## src/rtl/io_buffer_arbiter.sv

```systemverilog
// Shares one BRAM port between the host and the CGRA. The host owns the port while
// idle; a launch hands the port to the CGRA until the run finishes and a short drain ends.
module io_buffer_arbiter #(
  parameter int unsigned DRAIN_CYCLES   = 2,
  parameter int unsigned TIMEOUT_CYCLES = 0
) (
  input  logic        Clk,
  input  logic        Resetn,

  input  logic        Host_Start,
  input  logic        Host_En,
  input  logic [3:0]  Host_Wen,
  input  logic [31:0] Host_Addr,
  input  logic [31:0] Host_Data_To_Bram,
  output logic [31:0] Host_Data_From_Bram,
  output logic        Host_Reject,

  input  logic        Cgra_En,
  input  logic [3:0]  Cgra_Wen,
  input  logic [31:0] Cgra_Addr,
  input  logic [31:0] Cgra_Data_To_Bram,
  output logic [31:0] Cgra_Data_From_Bram,

  output logic        Port_En,
  output logic [3:0]  Port_Wen,
  output logic [31:0] Port_Addr,
  output logic [31:0] Port_Data_To_Bram,
  input  logic [31:0] Port_Data_From_Bram,

  output logic        Computation_Start,
  input  logic        Computation_Done,

  output logic        Busy,
  output logic        Done,
  output logic        Error,
  output logic [31:0] Run_Cycles,
  output logic [1:0]  Dbg_State
);

  typedef enum logic [1:0] {
    ST_IDLE  = 2'd0,
    ST_START = 2'd1,
    ST_RUN   = 2'd2,
    ST_DRAIN = 2'd3
  } state_e;

  localparam logic [3:0]  DRAIN_LAST = 4'(DRAIN_CYCLES - 1);
  localparam logic [31:0] TIMEOUT_W  = 32'(TIMEOUT_CYCLES);
  localparam bit          TIMEOUT_EN = (TIMEOUT_CYCLES != 0);

  state_e      state_q, state_d;
  logic [3:0]  drain_cnt_q, drain_cnt_d;
  logic [31:0] run_cycles_q, run_cycles_d;
  logic        done_q, done_d;
  logic        error_q, error_d;
  logic        reject_q, reject_d;

  logic [31:0] run_inc;
  logic        timeout_hit;
  logic        drain_last;
  logic        cgra_owner;

  // Saturating run counter; the timeout compares against the count this cycle will produce.
  assign run_inc     = (run_cycles_q == 32'hFFFF_FFFF) ? run_cycles_q : run_cycles_q + 32'd1;
  assign timeout_hit = TIMEOUT_EN && (run_inc == TIMEOUT_W);
  assign drain_last  = (drain_cnt_q == DRAIN_LAST);
  assign cgra_owner  = (state_q != ST_IDLE);

  // State register
  always_ff @(posedge Clk or negedge Resetn) begin
    if (!Resetn) begin
      state_q <= ST_IDLE;
    end else begin
      state_q <= state_d;
    end
  end

  // Next-state logic
  always_comb begin
    state_d = state_q;
    case (state_q)
      ST_IDLE:  if (Host_Start) state_d = ST_START;
      ST_START: state_d = ST_RUN;
      ST_RUN:   if (Computation_Done || timeout_hit) state_d = ST_DRAIN;
      ST_DRAIN: if (drain_last) state_d = ST_IDLE;
      default:  state_d = ST_IDLE;
    endcase
  end

  // Status and counter next values
  always_comb begin
    run_cycles_d = run_cycles_q;
    drain_cnt_d  = drain_cnt_q;
    done_d       = done_q;
    error_d      = error_q;
    reject_d     = Host_En && cgra_owner;
    case (state_q)
      ST_IDLE: begin
        if (Host_Start) begin
          done_d  = 1'b0;
          error_d = 1'b0;
        end
      end
      ST_START: begin
        run_cycles_d = '0;
      end
      ST_RUN: begin
        run_cycles_d = run_inc;
        if (Computation_Done || timeout_hit) begin
          drain_cnt_d = '0;
        end
        // A completion arriving on the timeout cycle counts as a clean finish.
        if (timeout_hit && !Computation_Done) begin
          error_d = 1'b1;
        end
      end
      ST_DRAIN: begin
        if (drain_last) begin
          done_d = 1'b1;
        end else begin
          drain_cnt_d = drain_cnt_q + 4'd1;
        end
      end
      default: begin
        run_cycles_d = run_cycles_q;
      end
    endcase
  end

  always_ff @(posedge Clk or negedge Resetn) begin
    if (!Resetn) begin
      drain_cnt_q  <= '0;
      run_cycles_q <= '0;
      done_q       <= 1'b0;
      error_q      <= 1'b0;
      reject_q     <= 1'b0;
    end else begin
      drain_cnt_q  <= drain_cnt_d;
      run_cycles_q <= run_cycles_d;
      done_q       <= done_d;
      error_q      <= error_d;
      reject_q     <= reject_d;
    end
  end

  // Output logic: owner follows the state, so the port only changes hands on transitions.
  always_comb begin
    if (cgra_owner) begin
      Port_En           = Cgra_En;
      Port_Wen          = Cgra_Wen;
      Port_Addr         = Cgra_Addr;
      Port_Data_To_Bram = Cgra_Data_To_Bram;
    end else begin
      Port_En           = Host_En;
      Port_Wen          = Host_Wen;
      Port_Addr         = Host_Addr;
      Port_Data_To_Bram = Host_Data_To_Bram;
    end
    Computation_Start = (state_q == ST_START);
    Busy              = (state_q != ST_IDLE);
  end

  assign Host_Data_From_Bram = Port_Data_From_Bram;
  assign Cgra_Data_From_Bram = Port_Data_From_Bram;
  assign Host_Reject         = reject_q;
  assign Done                = done_q;
  assign Error               = error_q;
  assign Run_Cycles          = run_cycles_q;
  assign Dbg_State           = state_q;

endmodule

```

## config.mk

```make
export PLATFORM = sky130hd
export DESIGN_NAME = io_buffer_arbiter
export DESIGN_NICKNAME = d
export VERILOG_FILES = /design/src/rtl/io_buffer_arbiter.sv
export SDC_FILE = /design/constraint.sdc
export NUM_CORES = 1
export LEC_CHECK = 0
export BUFFER_PORTS_ARGS = -buffer_cell sky130_fd_sc_hd__buf_2
export CAP_MARGIN = 10
export CORE_AREA = 5 5 131 133
export DETAILED_ROUTE_END_ITERATION = 7
export DIE_AREA = 0 0 136 138
export PLACE_DENSITY = 0.64
export RECOVER_POWER = 50
export SYNTH_ARGS = -nofsm -noshare
export SYNTH_HDL_FRONTEND = slang
export SYNTH_SLANG_ARGS = --single-unit
```

## constraint.sdc

```tcl
create_clock -name Clk -period 3.4 [get_ports Clk]
set_input_delay 0.17 -clock Clk [delete_from_list [all_inputs] [get_ports Clk]]
set_output_delay 0.17 -clock Clk [all_outputs]
set_load 0.05 [all_outputs]
```

==> impl_metrics.ini <==
[min_path]
holdCritStartpoint = Host_En
hold_depth = 2
min_path_type = in2reg

[timing]
drv_slew = 41
rsz0062_at_grt = no
period_minus_slack_ns = 2.568
fin_skew_ns = 0.005926
fmax_mhz = 389.4
layout_worst_path_cycle_share = 0.7553
finalHoldViolCount = 0
setup_viol = 0
worstMarginPinSlew_ns = 2.317
max_slew_margin = -0.5447
fin_tns_setup_ns = 0
hold_slack_ns = 0.1218

[pwr]
p_leak_nw = 2.281
power.density_nw_per_um2 = 823.4
ir_worst_vdd_mv = 0.4753
p_total_mw = 3.953

[floorplanning]
io_pins = 346
die_h_um = 138
dieWidth_um = 136
core_sq_um = 15710
num_rows = 46
die-area_sq_um = 18770
floorplan.initialDensity = 0.2363

[final_layout]
final_cells = 791
areaGrowthSynthToFinish_pct = 29.28
layout.nets = 749
layout-drive-gt1-share = 0.5659
postLayoutCoreUtil = 0.3055
final_cell_mix = 226 x buf_2, 70 x mux2_2, 40 x dfrtp_1, 30 x nand2_1, 23 x clkbuf_1
fillers = 1694
final_common_cell = buf_2

[place]
io_buffers = 248
dp_cells = 777
place_congestion = 0.8774
dpl.hpwl_um = 16970

[clocking]
path_clk_slew_ns = 0.06
cts_hold_buf = 0
cts_buffers = 5
clkLatencyLatePin_ns = 0.28
tritoncts = done
clk_path_buf_depth = 2
cts.sinks = 40
cts_setup_buffers = 0
cts_root_buf = clkbuf_16
h-tree-depth = 2
cts_resized = 0

[critical_path]
cp.depth = 4
ff2ff_path_depth = 6
startpoint = Dbg_State[0]
endpoint_kind = output port
cpPeakStageDelay_ns = 0.77
crit_path_max_fanout = 73
critPathKind = reg2out
critPathBufInv = 2
reg2reg_slack_ns = 1.02
worstPathRequired_ns = 3.23
cp_slowest_cell = ha_4
start_kind = flip-flop
cp_cell_sequence = inv_1 -> ha_4 -> mux2_2 -> buf_2
cpLargestDelayFamily = adder cells
cp.arrival_ns = 2.40
reg2reg_from = Run_Cycles[0]

[grt]
grt_start_max_net_pins = 74
grt_usage = 0.1964
overflow = 0
antenna_found_initial = 18
grt_pass1_wl_um = 26790
grt_pass1_vias = 3602

[synthesis]
synth_mux_area_frac = 0.2365
synth_fa_ha_area_frac = 0.02358
synth.cell_area_sq_um = 3714
ys.warnings.count = 0
synth_top_family_by_area = multiplexers
yosys.area_share.simple = 0.1685
avgSynthCellArea_sq_um = 9.449
ys_seq_area_frac = 0.2695
yosysTopAreaCell = dfrtp_1
yosys.area.top_type_share = 0.2695
synth-compound-area-share = 0.1284
ys_types = 55
synthTopCellsByArea = dfrtp_1 27%, mux2_2 21%, buf_4 13%, nand2_1 3.0%, mux2i_1 2.4%
synth_xor_area_frac = 0
synth_nets = 574
ys_seq_elements = 40
synth_cells = 393

[job]
cap_violations = 1

[detailed_routing]
routed_wl_um = 19490
drc = 0
wl_per_cell_um = 24.64
viasPerCell = 4.829
first_pass_iters = 4
vias = 3820
dr.first_iter.drc_count = 201
ant_nets = 0

[status]
violations = capacitance limit, slew limit
status = complete, but fails checks
-- metal layers --
metal / vias up / part of all wire / track usage
met3: 37 / 0.16 / 0.1328
met1: 1775 / 0.37 / 0.2370
li1: 1737 / - / -
met2: 259 / 0.44 / 0.2887
met4: 12 / 0.023 / 0.04403
met5: - / 0.0046 / 0
-- power by group --
group          internal, mW  switching (mW)  total (mW)
logic                 0.795            2.05        2.84
registers             0.520          0.0530       0.573
clock network         0.345           0.191       0.537
-- cells in the mapped netlist, drive strengths merged --
| library cell | count |
|---|---|
| o22ai | 1 |
| nor3b | 1 |
| buf | 71 |
| a211oi | 1 |
| or4 | 2 |
| nand2b | 2 |
| nor2b | 2 |
| mux2i | 9 |
| or2 | 1 |
| o41ai | 2 |
| a21oi | 13 |
| ha | 7 |
| o21ai | 12 |
| nor3 | 6 |
| mux2 | 70 |
| and4 | 5 |
| a311o | 1 |
| o32a | 1 |
| or3 | 5 |
| nand4 | 14 |
| or3b | 1 |
| nor2 | 11 |
| o311ai | 3 |
| nor4 | 3 |
| a22oi | 1 |
| a21o | 2 |
| a31oi | 5 |
| a41oi | 1 |
| and2 | 1 |
| a22o | 1 |
| clkinv | 1 |
| nand3 | 17 |
| and3 | 8 |
| o211ai | 8 |
| o31ai | 10 |
| inv | 11 |
| a41o | 2 |
| nand2 | 30 |
| conb | 1 |
| dfrtp | 40 |
| clkbuf | 10 |
-- registers in the layout, indices dropped and copies added, names as in the netlist --
signal,count
drain_cnt_q,4
Dbg_State,2
Run_Cycles,32
Done,1
Host_Reject,1
-- logic make-up after synthesis --
kind of cell | count (synthesis)
buffers and inverters | 93
multiplexers | 79
adder cells (fa/ha/maj) | 7
other | 1
AO/OA/AOI/OAI | 64
AND/OR/NAND/NOR | 109
flip-flops | 40
-- worst paths after layout --
path | to
min reg2reg | Run_Cycles[21]
max in group asynchronous | Run_Cycles[28]
max | Port_Addr[19]
min | Host_Reject
max reg2reg | Run_Cycles[31]
min in group asynchronous | Run_Cycles[8]
-- worst register-to-register path, delay by kind of cell (launching register included) --
kind,cells,cell delay [ns]
and+or+nand+nor,3,0.57
adders and majority gates,1,0.26
AOI/OAI and AO/OA,2,1.01
DFF,1,0.45
-- cell type report --
cell class,instances,area (sq um),area share
Timing Repair Buffer,249,1221,0.2544
Multi-Input combinational cell,260,2085,0.4342
Sequential cell,40,1001,0.2085
Clock inverter,2,35.03,0.007297
Clock buffer,6,128.9,0.02684
Antenna cell,6,15.01,0.003127
Tap cell,216,270.3,0.05629
Inverter,12,45.04,0.009382
-- through the flow --
step / worst slack, ns / area, sq um
CTS: 0.8545 / 4813
finish: 0.8319 / 4801
global route: 0.7493 / 4793
global placement: 1.116 / 4649
detailed placement: 1.044 / 4649
floorplan: 1.155 / 3714
Power figures use the tool's default switching activity.
